===== src/rtl/mem_ctrl_pkg.sv =====
// Shared types and constants for the mem_ctrl request-side memory controller.
// Holds the FSM state encoding, the statistics counter width and a saturating increment.
package mem_ctrl_pkg;

    typedef enum logic [1:0] {
        IDLE    = 2'd0,
        RD_WAIT = 2'd1,
        RSP     = 2'd2
    } state_e;

    localparam int unsigned STAT_WIDTH = 16;

    // Holds at all-ones instead of wrapping back to zero.
    function automatic logic [STAT_WIDTH-1:0] sat_inc(input logic [STAT_WIDTH-1:0] value);
        return (&value) ? value : value + STAT_WIDTH'(1);
    endfunction

endpackage


===== src/rtl/mem_ctrl_if.sv =====
// Bus bundle for mem_ctrl: core request/response channels plus the memory port.
// master = core side, slave = controller, mem = the attached synchronous memory.
interface mem_ctrl_if #(
    parameter int ADDR_WIDTH = 6,
    parameter int DATA_WIDTH = 16
);

    logic                  req_valid;
    logic                  req_ready;
    logic                  req_we;
    logic [ADDR_WIDTH-1:0] req_addr;
    logic [DATA_WIDTH-1:0] req_data;

    logic                  rsp_valid;
    logic                  rsp_ready;
    logic [DATA_WIDTH-1:0] rsp_data;

    logic                  mem_we;
    logic [ADDR_WIDTH-1:0] mem_addr;
    logic [DATA_WIDTH-1:0] mem_data;
    logic [DATA_WIDTH-1:0] mem_out;

    modport master (
        output req_valid, req_we, req_addr, req_data, rsp_ready,
        input  req_ready, rsp_valid, rsp_data
    );

    modport slave (
        input  req_valid, req_we, req_addr, req_data, rsp_ready, mem_out,
        output req_ready, rsp_valid, rsp_data, mem_we, mem_addr, mem_data
    );

    modport mem (
        input  mem_we, mem_addr, mem_data,
        output mem_out
    );

endinterface


===== src/rtl/mem_ctrl_stats.sv =====
// Saturating accepted-read / accepted-write counter pair for mem_ctrl.
// Only instantiated when MEM_CTRL_STATS_EN is defined.
module mem_ctrl_stats
    import mem_ctrl_pkg::*;
(
    input  logic                  clk,
    input  logic                  rst,
    input  logic                  rd_inc,
    input  logic                  wr_inc,
    output logic [STAT_WIDTH-1:0] stat_rd,
    output logic [STAT_WIDTH-1:0] stat_wr
);

    logic [STAT_WIDTH-1:0] rd_cnt_q, rd_cnt_d;
    logic [STAT_WIDTH-1:0] wr_cnt_q, wr_cnt_d;

    always_comb begin
        rd_cnt_d = rd_inc ? sat_inc(rd_cnt_q) : rd_cnt_q;
        wr_cnt_d = wr_inc ? sat_inc(wr_cnt_q) : wr_cnt_q;
    end

    always_ff @(posedge clk) begin
        if (rst) begin
            rd_cnt_q <= '0;
            wr_cnt_q <= '0;
        end else begin
            rd_cnt_q <= rd_cnt_d;
            wr_cnt_q <= wr_cnt_d;
        end
    end

    assign stat_rd = rd_cnt_q;
    assign stat_wr = wr_cnt_q;

endmodule


===== src/rtl/mem_ctrl.sv =====
// Single-outstanding request controller in front of a 1-cycle registered-read memory.
// Optional accept counters (stat_rd/stat_wr) are enabled by defining MEM_CTRL_STATS_EN.
module mem_ctrl
    import mem_ctrl_pkg::*;
#(
    parameter int ADDR_WIDTH = 6,
    parameter int DATA_WIDTH = 16
) (
    input  logic                  clk,
    input  logic                  rst,
    mem_ctrl_if.slave             bus
`ifdef MEM_CTRL_STATS_EN
    ,
    output logic [STAT_WIDTH-1:0] stat_rd,
    output logic [STAT_WIDTH-1:0] stat_wr
`endif
);

    state_e                state_q, state_d;
    logic [ADDR_WIDTH-1:0] addr_q, addr_d;
    logic                  rsp_valid_q, rsp_valid_d;
    logic [DATA_WIDTH-1:0] rsp_data_q, rsp_data_d;

    // NOTE: sequential state uses non-blocking assignments only, so every flop
    // samples the pre-edge value of every other flop regardless of block order.
    always_ff @(posedge clk) begin
        if (rst) begin
            state_q     <= IDLE;
            addr_q      <= '0;
            rsp_valid_q <= 1'b0;
            rsp_data_q  <= '0;
        end else begin
            state_q     <= state_d;
            addr_q      <= addr_d;
            rsp_valid_q <= rsp_valid_d;
            rsp_data_q  <= rsp_data_d;
        end
    end

    // NOTE: every variable gets a hold-value default before the case, so no
    // path leaves it unassigned and no latch is inferred.
    always_comb begin
        state_d     = state_q;
        addr_d      = addr_q;
        rsp_valid_d = rsp_valid_q;
        rsp_data_d  = rsp_data_q;
        unique case (state_q)
            IDLE: begin
                if (bus.req_valid && !bus.req_we) begin
                    addr_d  = bus.req_addr;
                    state_d = RD_WAIT;
                end
            end
            RD_WAIT: begin
                // The memory registered the read at the accept edge; its output is valid now.
                rsp_data_d  = bus.mem_out;
                rsp_valid_d = 1'b1;
                state_d     = RSP;
            end
            RSP: begin
                if (bus.rsp_ready) begin
                    rsp_valid_d = 1'b0;
                    state_d     = IDLE;
                end
            end
            default: state_d = IDLE;
        endcase
    end

    always_comb begin
        bus.req_ready = (state_q == IDLE) && !rst;
        bus.mem_we    = (state_q == IDLE) && !rst && bus.req_valid && bus.req_we;
        bus.mem_addr  = (state_q == IDLE) ? bus.req_addr : addr_q;
        bus.mem_data  = bus.req_data;
        bus.rsp_valid = rsp_valid_q;
        bus.rsp_data  = rsp_data_q;
    end

`ifdef MEM_CTRL_STATS_EN
    logic rd_accept;
    logic wr_accept;

    assign rd_accept = bus.req_valid && bus.req_ready && !bus.req_we;
    assign wr_accept = bus.req_valid && bus.req_ready && bus.req_we;

    mem_ctrl_stats u_stats (
        .clk     (clk),
        .rst     (rst),
        .rd_inc  (rd_accept),
        .wr_inc  (wr_accept),
        .stat_rd (stat_rd),
        .stat_wr (stat_wr)
    );
`endif

endmodule

===== src/flat_wrapper.sv =====
// flat-port wrapper written by rule: the top's interface ports become plain ports
module mem_ctrl_flat import mem_ctrl_pkg::*;
#(
    parameter int ADDR_WIDTH = 6,
    parameter int DATA_WIDTH = 16
)
  (clk, rst, bus_req_valid, bus_req_we, bus_req_addr, bus_req_data, bus_rsp_ready, bus_mem_out, bus_req_ready, bus_rsp_valid, bus_rsp_data, bus_mem_we, bus_mem_addr, bus_mem_data);
  mem_ctrl_if #(.ADDR_WIDTH(ADDR_WIDTH), .DATA_WIDTH(DATA_WIDTH)) bus_i ();
  input  logic clk;
  input  logic rst;
  input wire logic [$bits(bus_i.req_valid)-1:0] bus_req_valid;
  input wire logic [$bits(bus_i.req_we)-1:0] bus_req_we;
  input wire logic [$bits(bus_i.req_addr)-1:0] bus_req_addr;
  input wire logic [$bits(bus_i.req_data)-1:0] bus_req_data;
  input wire logic [$bits(bus_i.rsp_ready)-1:0] bus_rsp_ready;
  input wire logic [$bits(bus_i.mem_out)-1:0] bus_mem_out;
  output wire logic [$bits(bus_i.req_ready)-1:0] bus_req_ready;
  output wire logic [$bits(bus_i.rsp_valid)-1:0] bus_rsp_valid;
  output wire logic [$bits(bus_i.rsp_data)-1:0] bus_rsp_data;
  output wire logic [$bits(bus_i.mem_we)-1:0] bus_mem_we;
  output wire logic [$bits(bus_i.mem_addr)-1:0] bus_mem_addr;
  output wire logic [$bits(bus_i.mem_data)-1:0] bus_mem_data;
  assign bus_i.req_valid = bus_req_valid;
  assign bus_i.req_we = bus_req_we;
  assign bus_i.req_addr = bus_req_addr;
  assign bus_i.req_data = bus_req_data;
  assign bus_i.rsp_ready = bus_rsp_ready;
  assign bus_i.mem_out = bus_mem_out;
  assign bus_req_ready = bus_i.req_ready;
  assign bus_rsp_valid = bus_i.rsp_valid;
  assign bus_rsp_data = bus_i.rsp_data;
  assign bus_mem_we = bus_i.mem_we;
  assign bus_mem_addr = bus_i.mem_addr;
  assign bus_mem_data = bus_i.mem_data;
  mem_ctrl #(.ADDR_WIDTH(ADDR_WIDTH), .DATA_WIDTH(DATA_WIDTH)) u_core (.clk(clk), .rst(rst), .bus(bus_i));
endmodule

===== config.mk =====
export PLATFORM = sky130hd
export DESIGN_NAME = mem_ctrl_flat
export DESIGN_NICKNAME = d
export VERILOG_FILES = /design/src/rtl/mem_ctrl_pkg.sv /design/src/rtl/mem_ctrl_if.sv /design/src/rtl/mem_ctrl_stats.sv /design/src/rtl/mem_ctrl.sv /design/src/flat_wrapper.sv
export SDC_FILE = /design/constraint.sdc
export NUM_CORES = 1
export LEC_CHECK = 0
export BUFFER_PORTS_ARGS = -buffer_cell sky130_fd_sc_hd__buf_2
export CAP_MARGIN = 25
export CORE_ASPECT_RATIO = 1.75
export CORE_UTILIZATION = 40
export DETAILED_ROUTE_END_ITERATION = 6
export GPL_ROUTABILITY_DRIVEN = 0
export GPL_TIMING_DRIVEN = 0
export MAX_ROUTING_LAYER = met4
export PLACE_DENSITY = 0.8
export SLEW_MARGIN = 10
export SYNTH_ARGS = -nofsm -noshare
export SYNTH_HDL_FRONTEND = slang
export SYNTH_SLANG_ARGS = --single-unit

===== constraint.sdc =====
create_clock -name clk -period 3.28 [get_ports clk]
set_input_delay 0.656 -clock clk [delete_from_list [all_inputs] [get_ports clk]]
set_output_delay 0.656 -clock clk [all_outputs]
set_load 0.02 [all_outputs]

; Yosys cells after proc, flatten, opt, wreduce, memory -nomap -nowiden
; Cells that the tools add are included.
[totals]
ff_bits = 25
output_inout_bits = 41
word_cells = 25
[op_classes]
n_eq_ne = 4
n_mux = 6
reduce_logical = 11
[ops]
columns = cell, n
row1 = 6-bit 2-to-1 mux, 1
row2 = 2-bit one-hot mux with 3 select lines, 1
row3 = 2-bit AND reduction, 3
row4 = 1-bit logical AND, 4
row5 = 2-bit 2-to-1 mux, 2
row6 = 2-bit by 1-bit equality test with 1-bit output (second input constant), 1
row7 = 2-bit equality test (second input constant), 1
row8 = 1-bit logical NOT, 2
row9 = 2-bit logical NOT, 1
row10 = 2-bit by 1-bit inequality test with 1-bit output (second input constant), 1
row11 = 2-bit inequality test (second input constant), 1
row12 = 1-bit one-hot mux with 2 select lines, 1
row13 = 2-bit nonzero test, 1
row14 = 1-bit 2-to-1 mux, 1

; Depth between registers and ports, before layout
; Gate-level depths: netlist (run 1).
[logic_depth]
depth_word = 4
mapped_depth = 5
mapped_depth_nobuf = 3

; Worst setup path before layout (run 1)
; No wires, ideal clock.
[synth_timing]
path_type = input to output
from = input port rst
to = output port bus_mem_we
arrival_ps = 1673
required_time_ps = 2624
slack_ps = 951
stages = 3
path_buffers = 1
path_cell_list = clkbuf_1 -> nor3_1 -> and3_1
[synth_between]
elab_chain_cells = 4
[synth_rtl]
columns = element, line
row1 = start: declaration, flat_wrapper.sv:10  ; input logic rst;
row2 = 1-bit logical NOT, n/a
row3 = 1-bit logical AND, n/a
row4 = via bus_req_ready, flat_wrapper.sv:17  ; output wire logic [$bits(bus_i.req_ready)-1:0] bus_req_ready;
row5 = 1-bit logical AND (2 in a row), mem_ctrl.sv:72  ; bus.mem_we = (state_q == IDLE) && !rst && bus.req_valid && bus.req_we;
row6 = end: declaration, flat_wrapper.sv:20  ; output wire logic [$bits(bus_i.mem_we)-1:0] bus_mem_we;
; The timed path passes the listed nets, and every way through them passes these cells.

; Worst setup path after layout (run 1)
[layout_timing]
from = register u_core.state_q[1]
to = output port bus_mem_addr[2]
[layout_between]
elab_chain_cells = 2
[layout_rtl]
columns = element, line
row1 = start: declaration, mem_ctrl.sv:19  ; state_e state_q, state_d;
row2 = start signal: assignment, mem_ctrl.sv:33  ; state_q <= state_d;
row3 = 2-bit logical NOT, mem_ctrl.sv:73  ; bus.mem_addr = (state_q == IDLE) ? bus.req_addr : addr_q;
row4 = 6-bit 2-to-1 mux, mem_ctrl.sv:73
row5 = end: declaration, flat_wrapper.sv:21  ; output wire logic [$bits(bus_i.mem_addr)-1:0] bus_mem_addr;
; Every way passes these cells.

==> flow_summary.ini, run 1 <==
[sta]
final.setup_skew_ns = 0.00105
final_report_max_slew_violation_count = 0
fmaxAchievable_ghz = 0.447
slew-limit-headroom_pct = 63.3
fin_tns_setup_ns = 0
setup-violations-final = 0
worst-slew-pin-transition_ns = 0.549
finalWorstPathRequiredPeriod_ns = 2.24
period_share_pct = 68.2
rsz0062_at_grt = false
finalHoldViolCount = 0

[setup_path]
worst_path_max_delay_cell = nor2_1
cp-end-kind = output port
critical_path_data_arrival_time_ns = 1.58
critical_path_peak_fanout = 7
family_with_the_most_delay_on_the_worst_path = simple AND/OR/NAND/NOR gates
critical_path.cell_chain = nor2_1 > mux2_2 > buf_2
timing.setup.critical_path_class = register to output port
critPathMaxStageDelay_ns = 0.39
critPathLaunchType = register
required_ns = 2.62
critPathBufInv = 1

[die]
design.core.area_um2 = 2550
floorplan.initialDensity_pct = 42.7
die_height_um = 71.1
pin_count = 84
die_width_um = 41.5
floorplan.rows = 24
floorplan.die_area_um2 = 2950

[clock_network]
cts_hold_buffers = 0
root_buffer = clkbuf_8
clk_pin_slew_ns = 0.08
cts_sinks = 25
worst_skew_pair.late_latency_ns = 0.26
clock_path_buffers = 2
cts_setup_buffers = 0
cts_tree = done
cts.htree.levels = 1
ctsResizeCount = 0
cts_buffers = 3

[synthesis]
yosys-top-cells-count = 32 x nand2_1, 25 x dfxtp_1, 17 x a21oi_1
netlist_cell_types = 19
yosysSeqAreaShare_pct = 45.9
postSynthRegisterBits = 25
synthMostInstantiatedCell = nand2_1
ys.warnings.count = 0
synthesis.area_um2 = 1090
synth_top_family_by_area = simple AND/OR/NAND/NOR gates
synthMuxAreaShare_pct = 11.7
synthArstFlopShare_pct = 0
yosys.area_share.adder_pct = 0
yosys-top-cells-area = dfxtp_1 46%, buf_4 11%, nand2_1 11%, a21oi_1 7.8%, mux2_2 6.2%
synth_compound_gate_area_share_pct = 8.26
post-synth-top-area-fraction_pct = 45.9
synthSimpleGateAreaFrac_pct = 20.3
yosys.area.top_type = dfxtp_1
synth_fp_nets = 169
synthesis.area_per_instance_um2 = 8.66
synth_edf_count = 0
dominantRegCellSynth = dfxtp_1
synth_xor_xnor_area_share_pct = 0
postSynthCellCount = 126

[run]
max-cap-violations = 0

[cells_and_area]
ff_latch_area_um2 = 500
synth_to_layout_area_growth_pct = 37.5
final.fill_count = 253
antennaDiodeCount = 0
nets = 240
multi_input_area_um2 = 439
fin_util_pct = 58.8
layout-drive-gt1-share_pct = 50.0
layout.cell_area.non_filler_um2 = 1500
post_layout_nonfiller_instances = 222

[grt]
grt.overflow.total = 0
grt_antenna_before_repair = 0
grt_pass1_wl_um = 3630
groute.usage.overall_pct = 15.8
grt_pass1_vias = 912
grt_start_max_net_pins = 15

[placed_design]
dpl.hpwl_um = 1810
place.port_buffers = 66
place_inst = 218
dpl_cell_area_um2 = 1450

[route]
drt_first_iter_violations = 30
routed_wirelength_um = 2260
drt_via_density = 4.67
routed_wire_length_per_instance_um = 10.2
antenna_left = 0
num_vias = 1036
detail_route.drc_violations = 0
drt_pass1_iterations = 3

[power_and_ir_drop]
overall_power_uw = 630
power_density_nw_per_um2 = 420
vdd.ir_drop.worst_v = 0.000291
power.static_leakage_uw = 0.000744

[run_status]
outcome = completed

[min_path]
min_path_type = register to register
-- per-stage QoR --
stage          worst slack, ns  hold WS [ns]
2_1_floorplan            0.951         0.456
3_3_place_gp              1.24         0.440
3_5_place_dp              1.24         0.443
4_1_cts                   1.02         0.456
5_1_grt                  0.905         0.466
6_report                  1.04         0.454
-- cell usage in the layout, fill, tap and decap left out, types with 2 or more instances in the layout --
master / n
buf_2: 70
nand2_1: 32
dfxtp_1: 25
a21oi_1: 17
buf_4: 16
nor2_1: 8
mux2_2: 6
mux2i_1: 6
clkbuf_8: 3
clkbuf_1: 2
-- kinds of logic (layout without fill, tap and decap cells) --
kind of cell,after synthesis,count (layout)
AO/OA/AOI/OAI,18,18
buffers and inverters,23,93
flip-flops,25,25
multiplexers,12,12
AND/OR/NAND/NOR,48,48
-- final cells by class --
| class | count | share of cell area [%] |
|---|---|---|
| clock buffers | 3 | 2.75 |
| well taps | 26 | 2.17 |
| plain buffers | 23 | 10.1 |
| repair buffers | 66 | 22.0 |
| multi-input cells | 78 | 29.3 |
| flip-flops and latches | 25 | 33.4 |
| clock inverters | 1 | 0.334 |
-- power breakdown --
part	switching (µW)	total (µW)	internal, µW
clock network	94.2	179	84.9
logic	69.5	129	59.6
registers	6.88	322	315
total	171	630	460
-- registers in the layout, summed over array words and instances, names as in the netlist --
register,cells
u_core.addr_q,6
u_core.bus.rsp_data,16
u_core.bus.rsp_valid,1
u_core.state_q,2
-- path summary, 6_finish.rpt --
path	cells after the start	slack (ns)	to	startpoint
worst max register to register	3	1.90	u_core.addr_q[3]	u_core.state_q[1]
worst min register to register	2	0.45	u_core.bus.rsp_data[10]	u_core.bus.rsp_data[10]
worst max-delay path	3	1.04	bus_mem_addr[2]	u_core.state_q[1]
worst min-delay path	2	0.45	u_core.bus.rsp_data[10]	u_core.bus.rsp_data[10]
-- metal layers --
layer	track usage (%)	up-vias	share of wire, %
met5	-	-	0
met1	15.7	442	38
met3	2.55	5	7.1
met4	6.45	0	2.2
met2	29.3	54	53
li1	-	535	-
-- worst min-delay path, cell delays in order (launching register included) --
cell and delay (ns):
dfxtp_1 0.31, nand2_1 0.05, a21oi_1 0.05
Power figures use the tool's default switching activity.
==> run 2, diff against run 1 <==
--- a/config.mk
+++ b/config.mk
@@ -8,12 +8,12 @@
 export BUFFER_PORTS_ARGS = -buffer_cell sky130_fd_sc_hd__buf_2
 export CAP_MARGIN = 25
 export CORE_ASPECT_RATIO = 1.75
-export CORE_UTILIZATION = 40
+export CORE_UTILIZATION = 35
 export DETAILED_ROUTE_END_ITERATION = 6
 export GPL_ROUTABILITY_DRIVEN = 0
 export GPL_TIMING_DRIVEN = 0
 export MAX_ROUTING_LAYER = met4
-export PLACE_DENSITY = 0.8
+export PLACE_DENSITY = 0.74
 export SLEW_MARGIN = 10
 export SYNTH_ARGS = -nofsm -noshare
 export SYNTH_HDL_FRONTEND = slang
==> constraint.sdc (replaced) <==
create_clock -name clk -period 1.86 [get_ports clk]
set_input_delay 0.372 -clock clk [delete_from_list [all_inputs] [get_ports clk]]
set_output_delay 0.372 -clock clk [all_outputs]
set_load 0.02 [all_outputs]
==> flow_summary.ini, run 2 (same netlist as run 1, synthesis figures left out) <==
[run_status]
outcome = finished, violations left
violated_checks = DRC

[clock_network]
clock_path_buffers = 2
worst_skew_pair.late_latency_ns = 0.27
cts_sinks = 25
cts_hold_buffers = 0
clk_pin_slew_ns = 0.09
cts_buffers = 3
cts_setup_buffers = 0
root_buffer = clkbuf_8
cts.htree.levels = 1
cts_tree = done

[route]
routed_wire_length_per_instance_um = 10.4
num_vias = 1046
antenna_left = 0
detail_route.drc_violations = 9
drt_via_density = 4.67
routed_wirelength_um = 2340
drt_pass1_iterations = 7
drt_first_iter_violations = 20

[die]
floorplan.rows = 26
floorplan.die_area_um2 = 3350
die_height_um = 75.9
floorplan.initialDensity_pct = 37.3
die_width_um = 44.2
design.core.area_um2 = 2930
pin_count = 84

[sta]
finalWorstPathRequiredPeriod_ns = 1.80
worst-slew-pin-transition_ns = 0.553
final.setup_skew_ns = 0.00511
finalHoldViolCount = 0
fin_tns_setup_ns = 0
fmaxAchievable_ghz = 0.557
setup-violations-final = 0
slew-limit-headroom_pct = 63.0
rsz0062_at_grt = false
period_share_pct = 96.6
final_report_max_slew_violation_count = 0

[setup_path]
critical_path_peak_fanout = 7
timing.setup.critical_path_class = register to output port
required_ns = 1.49
critPathLaunchType = register
critical_path_data_arrival_time_ns = 1.42
cp-end-kind = output port

[cells_and_area]
synth_to_layout_area_growth_pct = 38.9
multi_input_area_um2 = 447
layout-drive-gt1-share_pct = 51.0
nets = 240
mostFrequentLayoutCell = buf_2
antennaDiodeCount = 0
commonest_cells_after_routing_fill_and_taps_aside = 70 x buf_2, 32 x nand2_1, 24 x dfxtp_1, 17 x a21oi_1, 16 x buf_4
ff_latch_area_um2 = 502
final.fill_count = 311
flip_flop_count_of_the_largest_register_after_layout = 16

[power_and_ir_drop]
vdd.ir_drop.worst_v = 0.000467
overall_power_uw = 1130
power.static_leakage_uw = 0.000748
power_density_nw_per_um2 = 746

[grt]
grt.overflow.total = 0
groute.usage.overall_pct = 14.2
grt_start_max_net_pins = 17
grt_pass1_wl_um = 3450
grt_pass1_vias = 837
grt_antenna_before_repair = 0

[min_path]
min_path_type = input pin to register

[placed_design]
dpl.hpwl_um = 1880
place.port_buffers = 66

[run]
max-cap-violations = 0
-- run 2: cell type report --
| type | count | share of cell area (%) |
|---|---|---|
| flip-flops and latches | 25 | 33.1 |
| clock inverters | 1 | 0.578 |
| multi-input cells | 78 | 29.5 |
| plain buffers | 23 | 9.99 |
| repair buffers | 66 | 21.8 |
| clock buffers | 3 | 2.73 |
| well taps | 28 | 2.31 |
-- run 2: repair_timing --
item | in CTS | in global routing
pin swaps | 0 | 1
gates resized for setup | 2 | 1
setup endpoints to repair | 6 | 6
-- run 2: stage by stage --
stage	std cells	setup WS [ns]	utilization [%]	area [µm²]	hold WS [ns]
3_3_place_gp	220	0.119	49.7	1460	0.440
4_1_cts	224	0.0235	51.7	1510	0.322
2_1_floorplan	126	0.0993	-	1090	0.456
3_5_place_dp	220	0.0998	49.7	1460	0.444
6_report	224	0.0637	51.8	1520	0.330
5_1_grt	224	0.00227	51.8	1520	0.321
-- run 2: power by group --
| part | switching, µW | internal, µW | total (µW) | leakage (µW) |
|---|---|---|---|---|
| Sequential | 13.1 | 556 | 569 | 0.000204 |
| Combinational | 124 | 106 | 230 | 0.000518 |
| Clock | 175 | 157 | 331 | 0.0000261 |
| Total | 311 | 819 | 1130 | 0.000748 |
-- run 2: worst paths after layout --
path	start	to	slack, ns	cells after the start
setup / recovery	u_core.state_q[0]	bus_mem_addr[2]	0.06	3
hold reg to reg	u_core.bus.rsp_data[11]	u_core.bus.rsp_data[11]	0.45	2
setup reg to reg	u_core.state_q[0]	u_core.addr_q[5]	0.48	3
hold / removal	bus_mem_out[7]	u_core.bus.rsp_data[7]	0.33	3
-- run 2: worst max-delay path: stages, from the launching register on --
cell,delay (ns)
dfxtp_1,0.41
nor2_4,0.24
mux2_2,0.35
buf_2,0.16
-- run 2: per-layer routing --
layer	part of all wire [%]	GRT usage (%)
met3	8.7	1.66
met5	0	-
met2	54	27.0
met4	1.0	7.07
met1	36	13.6
==> run 3, diff against run 2 <==
--- a/config.mk
+++ b/config.mk
@@ -7,8 +7,9 @@
 export LEC_CHECK = 0
 export BUFFER_PORTS_ARGS = -buffer_cell sky130_fd_sc_hd__buf_2
 export CAP_MARGIN = 25
-export CORE_ASPECT_RATIO = 1.75
-export CORE_UTILIZATION = 35
+export CELL_PAD_IN_SITES_DETAIL_PLACEMENT = 0
+export CELL_PAD_IN_SITES_GLOBAL_PLACEMENT = 2
+export CORE_UTILIZATION = 18
 export DETAILED_ROUTE_END_ITERATION = 6
 export GPL_ROUTABILITY_DRIVEN = 0
 export GPL_TIMING_DRIVEN = 0
==> flow_summary.ini, run 3 (same netlist as run 1, synthesis figures left out) <==
[route]
drt_pass1_iterations = 3
routed_wire_length_per_instance_um = 10.2
routed_wirelength_um = 2740
detail_route.drc_violations = 0
drt_via_density = 3.90
drt_first_iter_violations = 7
antenna_left = 0
num_vias = 1044

[setup_path]
critical_path.cell_chain = nor2_4 > mux2_2 > buf_2
critical_path.reg2reg.startpoint = u_core.state_q[1]
critical_path_data_arrival_time_ns = 1.40
reg2reg_depth = 3
critPathBufInv = 1
critical_path.startpoint = u_core.state_q[0]
cp-end-kind = output port
critPathMaxStageDelay_ns = 0.38
timing.setup.critical_path_class = register to output port
worst_path_max_delay_cell = dfxtp_2
required_ns = 1.49
critical_path_peak_fanout = 7
family_with_the_most_delay_on_the_worst_path = flip-flops
worst-path-stages = 3
critPathLaunchType = register

[cells_and_area]
nets = 240
flip_flop_count_of_the_largest_register_after_layout = 16
mostFrequentLayoutCell = buf_2
commonest_cells_after_routing_fill_and_taps_aside = 70 x buf_2, 32 x nand2_1, 23 x dfxtp_1, 17 x a21oi_1, 16 x buf_4
final.fill_count = 653
layout-drive-gt1-share_pct = 51.5
synth_to_layout_area_growth_pct = 43.7
antennaDiodeCount = 0

[clock_network]
root_buffer = clkbuf_8
cts.htree.levels = 1
clock_path_buffers = 2
cts_setup_buffers = 0
cts_tree = done
clk_pin_slew_ns = 0.09
cts_sinks = 25
cts_buffers = 3
cts_hold_buffers = 0
worst_skew_pair.late_latency_ns = 0.27

[die]
die_height_um = 79.9
design.core.area_um2 = 5680
pin_count = 84
floorplan.rows = 27
die_width_um = 79.9
floorplan.initialDensity_pct = 19.2
floorplan.die_area_um2 = 6380

[placed_design]
dpl.hpwl_um = 2100
place.port_buffers = 66
preCtsSetupSlack_ns = 0.0663

[sta]
fin_tns_setup_ns = 0
worst-slew-pin-transition_ns = 0.618
rsz0062_at_grt = false
fmaxAchievable_ghz = 0.565
fin_ws_ns = 0.0892
setup-violations-final = 0
finalWorstPathRequiredPeriod_ns = 1.77
slew-limit-headroom_pct = 58.6
final.hold.worst_slack_ns = 0.330
period_share_pct = 95.2
finalHoldViolCount = 0
final_report_max_slew_violation_count = 0
final.setup_skew_ns = 0.00335

[grt]
grt_antenna_before_repair = 0
groute.usage.overall_pct = 8.97
grt_pass1_wl_um = 4260
grt_pass1_vias = 937
grt_start_max_net_pins = 15
grt.overflow.total = 0

[min_path]
timing.hold.worst_path_depth = 3
timing.hold.worst.start = bus_mem_out[12]
min_path_type = input pin to register

[power_and_ir_drop]
vdd.ir_drop.worst_v = 0.000315
power_density_nw_per_um2 = 719
power.static_leakage_uw = 0.000748

[run]
max-cap-violations = 0

[run_status]
outcome = completed
-- run 3: cell count changes in the layout (fill, tap and decap cells not counted) --
cell,delta
inv_6,-1
dfxtp_2,+1
dfxtp_1,-1
clkinv_2,+1
-- run 3: final timing paths --
kind	to	slack [ns]
max	bus_mem_addr[5]	0.09
min	u_core.bus.rsp_data[12]	0.33
max reg2reg	u_core.addr_q[1]	0.42
min reg2reg	u_core.bus.rsp_data[11]	0.45
-- run 3: power by group --
part           leakage (µW)  total (µW)  internal (µW)  switching, µW
logic              0.000518         233            106            127
clock network     0.0000255         325            150            175
registers          0.000204         569            556           12.6
-- run 3: worst reg2reg max path, stage by stage, from the launching register on --
cell and delay (ns):
dfxtp_2 0.38, nor4b_4 0.61, mux2i_1 0.27, nor2_1 0.05
-- run 3: repair_timing --
action,4_1_cts,5_1_grt
endpoints found under the setup margin,6,6
resized for setup,2,2
pin swaps,0,1
-- run 3: per-stage QoR --
step	utilization, %	power, µW	instance area (µm²)	cells
CTS	27.6	1160	1570	268
detailed placement	26.6	817	1510	264
finish	27.6	1130	1570	268
floorplan	-	731	1090	126
global route	27.6	1200	1570	268
global placement	26.6	816	1510	264
-- run 3: cell type report --
| class | instances | area, µm² | share of cell area, % |
|---|---|---|---|
| sequential | 25 | 503 | 32.1 |
| multi-input combinational | 78 | 447 | 28.5 |
| timing repair buffer | 66 | 330 | 21.1 |
| buffer | 23 | 151 | 9.66 |
| tap | 72 | 90.1 | 5.75 |
| clock buffer | 3 | 41.3 | 2.63 |
| clock inverter | 1 | 5.00 | 0.319 |
-- run 3: layer usage --
metal	GRT usage (%)	share of wire, %	up-vias
met3	2.51	7.3	2
met4	3.75	0.99	0
met2	15.1	48	41
met1	9.92	44	470
met5	-	0	-
li1	-	-	531
